File: src/rtl/id_scoreboard_if.sv
// Decode-stage hazard/forwarding bundle between the ID stage driver and id_scoreboard.
interface id_scoreboard_if #(
  parameter int RADDR_WIDTH = 5,
  parameter int DEPTH       = 2,
  parameter int LAT_W       = 2,
  parameter int CNT_W       = 32
);
  logic                   id_valid_i;
  logic [RADDR_WIDTH-1:0] rs1_i;
  logic                   rs1_re_i;
  logic [RADDR_WIDTH-1:0] rs2_i;
  logic                   rs2_re_i;
  logic [RADDR_WIDTH-1:0] rd_i;
  logic                   rd_we_i;
  logic [LAT_W-1:0]       lat_i;
  logic                   flush_i;
  logic                   hold_i;
  logic                   stallreq_o;
  logic                   issue_o;
  logic [DEPTH-1:0]       fwd1_sel_o;
  logic [DEPTH-1:0]       fwd2_sel_o;
  logic [CNT_W-1:0]       stall_cnt_o;

  modport master (
    output id_valid_i, rs1_i, rs1_re_i, rs2_i, rs2_re_i, rd_i, rd_we_i, lat_i, flush_i, hold_i,
    input  stallreq_o, issue_o, fwd1_sel_o, fwd2_sel_o, stall_cnt_o
  );

  modport slave (
    input  id_valid_i, rs1_i, rs1_re_i, rs2_i, rs2_re_i, rd_i, rd_we_i, lat_i, flush_i, hold_i,
    output stallreq_o, issue_o, fwd1_sel_o, fwd2_sel_o, stall_cnt_o
  );
endinterface

File: src/rtl/id_scoreboard.sv
// Tracks in-flight producers after ID (slot 0 = EXE) and derives stall requests,
// one-hot bypass selects and a saturating stall-cycle counter.
module id_scoreboard #(
  parameter int RADDR_WIDTH = 5,
  parameter int DEPTH       = 2,
  parameter int LAT_W       = 2,
  parameter int CNT_W       = 32
) (
  input  logic          clk_i,
  input  logic          rst_i,
  id_scoreboard_if.slave sb_if
);

  logic [DEPTH-1:0]       vld_q, vld_d;
  logic [RADDR_WIDTH-1:0] rd_q  [DEPTH];
  logic [RADDR_WIDTH-1:0] rd_d  [DEPTH];
  logic [LAT_W-1:0]       cnt_q [DEPTH];
  logic [LAT_W-1:0]       cnt_d [DEPTH];
  logic [CNT_W-1:0]       stall_cnt_q, stall_cnt_d;

  logic [DEPTH-1:0] fwd1_sel, fwd2_sel;
  logic             haz1, haz2, stallreq, issue;

  // Scan oldest to youngest so the youngest matching slot overrides older ones.
  always_comb begin
    fwd1_sel = '0;
    fwd2_sel = '0;
    haz1     = 1'b0;
    haz2     = 1'b0;
    for (int k = DEPTH - 1; k >= 0; k--) begin
      if (sb_if.rs1_re_i && (sb_if.rs1_i != '0) && vld_q[k] && (rd_q[k] == sb_if.rs1_i)) begin
        fwd1_sel    = '0;
        haz1        = (cnt_q[k] != '0);
        fwd1_sel[k] = (cnt_q[k] == '0);
      end
      if (sb_if.rs2_re_i && (sb_if.rs2_i != '0) && vld_q[k] && (rd_q[k] == sb_if.rs2_i)) begin
        fwd2_sel    = '0;
        haz2        = (cnt_q[k] != '0);
        fwd2_sel[k] = (cnt_q[k] == '0);
      end
    end
    stallreq = sb_if.id_valid_i & ~sb_if.flush_i & (haz1 | haz2);
    issue    = sb_if.id_valid_i & ~sb_if.flush_i & ~stallreq & ~sb_if.hold_i;
  end

  // Slot 0 takes the issuing instruction (or a bubble); older slots age by one.
  always_comb begin
    vld_d = '0;
    rd_d  = '{default: '0};
    cnt_d = '{default: '0};
    vld_d[0] = issue & sb_if.rd_we_i & (sb_if.rd_i != '0);
    rd_d[0]  = sb_if.rd_i;
    cnt_d[0] = sb_if.lat_i;
    for (int k = 1; k < DEPTH; k++) begin
      vld_d[k] = vld_q[k-1];
      rd_d[k]  = rd_q[k-1];
      cnt_d[k] = (cnt_q[k-1] != '0) ? cnt_q[k-1] - LAT_W'(1) : '0;
    end
    stall_cnt_d = (stallreq && (stall_cnt_q != '1)) ? stall_cnt_q + CNT_W'(1) : stall_cnt_q;
  end

  always_ff @(posedge clk_i) begin
    if (rst_i) begin
      vld_q       <= '0;
      rd_q        <= '{default: '0};
      cnt_q       <= '{default: '0};
      stall_cnt_q <= '0;
    end else begin
      stall_cnt_q <= stall_cnt_d;
      if (!sb_if.hold_i) begin
        vld_q <= vld_d;
        rd_q  <= rd_d;
        cnt_q <= cnt_d;
      end
    end
  end

  // A producer slower than the tracked depth would drop out before it is forwardable.
  always_ff @(posedge clk_i) begin
    if (!rst_i && issue && sb_if.rd_we_i && (sb_if.rd_i != '0)) begin
      assert (32'(sb_if.lat_i) <= DEPTH - 1);
    end
  end

  assign sb_if.stallreq_o  = stallreq;
  assign sb_if.issue_o     = issue;
  assign sb_if.fwd1_sel_o  = fwd1_sel;
  assign sb_if.fwd2_sel_o  = fwd2_sel;
  assign sb_if.stall_cnt_o = stall_cnt_q;

endmodule

File: src/flat_wrapper.sv
// flat-port wrapper written by rule: the top's interface ports become plain ports
module id_scoreboard_flat 
#(
  parameter int RADDR_WIDTH = 5,
  parameter int DEPTH       = 2,
  parameter int LAT_W       = 2,
  parameter int CNT_W       = 32
)
  (clk_i, rst_i, sb_if_id_valid_i, sb_if_rs1_i, sb_if_rs1_re_i, sb_if_rs2_i, sb_if_rs2_re_i, sb_if_rd_i, sb_if_rd_we_i, sb_if_lat_i, sb_if_flush_i, sb_if_hold_i, sb_if_stallreq_o, sb_if_issue_o, sb_if_fwd1_sel_o, sb_if_fwd2_sel_o, sb_if_stall_cnt_o);
  id_scoreboard_if #(.RADDR_WIDTH(RADDR_WIDTH), .DEPTH(DEPTH), .LAT_W(LAT_W), .CNT_W(CNT_W)) sb_if_i ();
  input  logic clk_i;
  input  logic rst_i;
  input wire logic [$bits(sb_if_i.id_valid_i)-1:0] sb_if_id_valid_i;
  input wire logic [$bits(sb_if_i.rs1_i)-1:0] sb_if_rs1_i;
  input wire logic [$bits(sb_if_i.rs1_re_i)-1:0] sb_if_rs1_re_i;
  input wire logic [$bits(sb_if_i.rs2_i)-1:0] sb_if_rs2_i;
  input wire logic [$bits(sb_if_i.rs2_re_i)-1:0] sb_if_rs2_re_i;
  input wire logic [$bits(sb_if_i.rd_i)-1:0] sb_if_rd_i;
  input wire logic [$bits(sb_if_i.rd_we_i)-1:0] sb_if_rd_we_i;
  input wire logic [$bits(sb_if_i.lat_i)-1:0] sb_if_lat_i;
  input wire logic [$bits(sb_if_i.flush_i)-1:0] sb_if_flush_i;
  input wire logic [$bits(sb_if_i.hold_i)-1:0] sb_if_hold_i;
  output wire logic [$bits(sb_if_i.stallreq_o)-1:0] sb_if_stallreq_o;
  output wire logic [$bits(sb_if_i.issue_o)-1:0] sb_if_issue_o;
  output wire logic [$bits(sb_if_i.fwd1_sel_o)-1:0] sb_if_fwd1_sel_o;
  output wire logic [$bits(sb_if_i.fwd2_sel_o)-1:0] sb_if_fwd2_sel_o;
  output wire logic [$bits(sb_if_i.stall_cnt_o)-1:0] sb_if_stall_cnt_o;
  assign sb_if_i.id_valid_i = sb_if_id_valid_i;
  assign sb_if_i.rs1_i = sb_if_rs1_i;
  assign sb_if_i.rs1_re_i = sb_if_rs1_re_i;
  assign sb_if_i.rs2_i = sb_if_rs2_i;
  assign sb_if_i.rs2_re_i = sb_if_rs2_re_i;
  assign sb_if_i.rd_i = sb_if_rd_i;
  assign sb_if_i.rd_we_i = sb_if_rd_we_i;
  assign sb_if_i.lat_i = sb_if_lat_i;
  assign sb_if_i.flush_i = sb_if_flush_i;
  assign sb_if_i.hold_i = sb_if_hold_i;
  assign sb_if_stallreq_o = sb_if_i.stallreq_o;
  assign sb_if_issue_o = sb_if_i.issue_o;
  assign sb_if_fwd1_sel_o = sb_if_i.fwd1_sel_o;
  assign sb_if_fwd2_sel_o = sb_if_i.fwd2_sel_o;
  assign sb_if_stall_cnt_o = sb_if_i.stall_cnt_o;
  id_scoreboard #(.RADDR_WIDTH(RADDR_WIDTH), .DEPTH(DEPTH), .LAT_W(LAT_W), .CNT_W(CNT_W)) u_core (.clk_i(clk_i), .rst_i(rst_i), .sb_if(sb_if_i));
endmodule
File: config.mk
export PLATFORM = sky130hd
export DESIGN_NAME = id_scoreboard_flat
export DESIGN_NICKNAME = d
export VERILOG_FILES = /design/src/rtl/id_scoreboard_if.sv /design/src/rtl/id_scoreboard.sv /design/src/flat_wrapper.sv
export SDC_FILE = /design/constraint.sdc
export NUM_CORES = 1
export LEC_CHECK = 0
export BUFFER_PORTS_ARGS = -buffer_cell sky130_fd_sc_hd__buf_2
export CORE_ASPECT_RATIO = 1.5
export CORE_MARGIN = 2
export CORE_UTILIZATION = 48
export DETAILED_ROUTE_END_ITERATION = 12
export HOLD_SLACK_MARGIN = 0.12
export PLACE_DENSITY_LB_ADDON = 0.15
export REMOVE_ABC_BUFFERS = 1
export SLEW_MARGIN = 25
export SYNTH_ARGS = -nofsm -noshare
export SYNTH_HDL_FRONTEND = slang
export SYNTH_SLANG_ARGS = --single-unit
File: constraint.sdc
create_clock -name clk_i -period 2.2 [get_ports clk_i]
set_input_delay 0.33 -clock clk_i [delete_from_list [all_inputs] [get_ports clk_i]]
set_output_delay 0.33 -clock clk_i [all_outputs]
set_load 0.03 [all_outputs]
==> impl_metrics.toml <==
[place]
portBuffers = 62
gp_congestion = 0.817
dp_hpwl_mm = 5.01

[finish]
nets = 447
syn_to_final_growth_pct = 47.8
final_util = 0.722
diodes = 0
layout-drive-gt1-share = 0.422

[routing]
drtAntennaViolNets = 0
viasPerCell = 5.56
drtIter0Drc = 134
drc = 0
wirelength_mm = 7.22
via_count = 2725
wl_per_cell_um = 14.7
drtPass1Iterations = 4

[synth]
synth_top_area_share = 0.387
synth_area_leader_cell = "dfxtp_1"
syn_area_per_cell_um2 = 8.37
ys_warn_count = 0
yosys-top-cells-area = "dfxtp_1, a21oi_1, mux2i_1"
synth_edf_count = 0
yosysMostFrequentCell = "dfxtp_1"
syn-instance-count = 297
postSynth.asyncResetShare = 0
synth_cell_types = 38
yosysSeqAreaShare = 0.387
syn_area_mm2 = 0.00248
ys_ff_latch = 48
synth_common_cells = "dfxtp_1, a21oi_1, nor2_1, o21ai_0, or3_1"
synth_top_flop_cell = "dfxtp_1"

[worst_hold_path]
worstHoldPathType = "input pin to flop"
holdPathStages = 3

[pwr]
power_frac_seq = 0.566
swShare = 0.231
vdd_drop_max_v = 0.000416
power_frac_clock = 0.335
net-switching-power_uw = 365
intPower_uw = 1220
leakage_uw = 0.00155
combPwrFrac = 0.098
p_per_area_mw_per_mm2 = 430

[worst_setup_path]
crit_type = "flop to flop"
endpoint_kind = "flop"
arrival_ns = 2.74
start_kind = "flop"
rr_worst_depth = 8
worst_ep_required_time_ns = 2.44
critical_path.max_fanout = 7

[sta]
tns_ns = -6.51
grt_setup_unrepaired = "true"
setup_ws_ns = -0.300
skew_ns = 0.00838
hold_viol_final = 0
relSlewSlack = 0.668
slew_violations = 0
tightest_slew_ns = 0.498
finalSetupViolCount = 32
fin_crit_sh = 1.14
fmax_ghz = 0.400
post-route-min-period_ns = 2.50
whs_ns = 0.259

[run_status]
outcome = "complete, but fails checks"
violations = "negative setup slack"

[grt]
track_usage = 0.252
antenna_found_initial = 0
grt_pass1_wl_mm = 11.8
grt_overflow_total = 0
grt_pass1_vias = 2651
grt_max_degree = 26

[clock_tree]
cts_sinks = 48
cts_buffer_depth = 2
clkLatencyLatePin_ns = 0.30
cts_tree = "built"
cts_hold_buf = 0
cts-htree-levels = 2
numCtsBuffers = 5
cts_root_buffer = "clkbuf_8"
clkSlewWorstSetupHoldPaths_ns = 0.08

[floorplan]
die_area_mm2 = 0.00578
io_pins = 63
dieWidth_um = 62.7
rows = 32
core_mm2 = 0.00508
start_util = 0.489
die-height_um = 92.1

[job]
max_cap_violations = 0
[stage by stage]
stage          setup WS [ns]  instances  power (uW)  cell area, um^2
2_1_floorplan         -0.503        282         969             2410
3_3_place_gp          -0.473        472        1060             3270
3_5_place_dp          -0.504        472        1060             3270
4_1_cts               -0.222        487        1580             3520
5_1_grt               -0.415        490        1650             3670
6_report              -0.300        490        1580             3670
[critical path, stage by stage, from the launching register on]
cell	delay (ns)
dfxtp_4	0.36
xor2_2	0.15
nor4_2	0.32
nand4b_1	0.24
a2bb2o_4	0.28
o22a_4	0.29
buf_12	0.15
or4_4	0.51
a21oi_2	0.14
[power by group through the flow]
stage               Combinational (uW)  Sequential, uW  Clock [uW]
floorplan                         57.0             912           0
global placement                   141             914           0
detailed placement                 144             914           0
CTS                                149             895         541
global route                       169             897         581
finish                             155             895         530
[final timing paths]
path | from | end | slack [ns]
min reg2reg | u_core.sb_if.stall_cnt_o[10] | u_core.sb_if.stall_cnt_o[10] | 0.50
max reg2reg | u_core.rd_d[0] | u_core.sb_if.stall_cnt_o[16] | -0.30
max | u_core.rd_d[0] | u_core.sb_if.stall_cnt_o[16] | -0.30
min | sb_if_lat_i[0] | u_core.cnt_q[2] | 0.26
[registers in the layout, summed over array words and instances, names as in the netlist]
name,flops
u_core.cnt_q,4
u_core.rd_d,5
u_core.rd_q,5
u_core.sb_if.stall_cnt_o,32
u_core.vld_q,2
[placed cells by master, fill, tap and decap left out, drive strengths merged, types with 2 or more instances in the layout]
master	synthesis	final
nand4b	2	2
xnor2	12	12
nand4	14	14
and3	5	5
nor3	8	8
a21oi	29	29
a22oi	2	2
nand2	13	13
buf	9	132
nand3	13	13
mux2	2	2
or4	15	15
inv	5	5
dfxtp	48	48
o31ai	11	11
clkbuf	6	8
nor4	5	5
xor2	9	9
mux2i	14	14
o21ai	20	20
or3	17	17
nor2	27	27
nor2b	2	2
[area by class of cell]
| class | instances | area [um^2] |
|---|---|---|
| clock buffer | 8 | 90.1 |
| fill | 427 | 1410 |
| inverter | 5 | 18.8 |
| multi-input combinational | 229 | 1610 |
| sequential | 48 | 967 |
| tap | 68 | 85.1 |
| timing repair buffer | 132 | 906 |
[repair_timing]
action	4_1_cts	5_1_grt
gates cloned	1	0
pin swaps	20	18
gates resized for setup	24	35
buffers inserted	7	4
endpoints found under the setup margin	37	39
[metal layers]
layer / global-route usage / vias to the layer above / part of all wire
met4: 0.0685 / 0 / 0.013
met5: 0 / - / 0
met1: 0.272 / 1293 / 0.39
met2: 0.496 / 84 / 0.56
li1: - / 1341 / -
met3: 0.0405 / 7 / 0.041
[logic make-up (layout without fill, tap and decap cells)]
logic type / Yosys count / in the layout / synth area share
xor+xnor: 21 / 21 / 0.0740
fa+ha+maj: 1 / 1 / 0.00503
simple gates: 124 / 124 / 0.276
flops: 48 / 48 / 0.387
compound gates: 67 / 67 / 0.157
buf+inv: 20 / 145 / 0.0363
mux: 16 / 16 / 0.0655
Note: power is estimated with default switching activity, not from simulation.
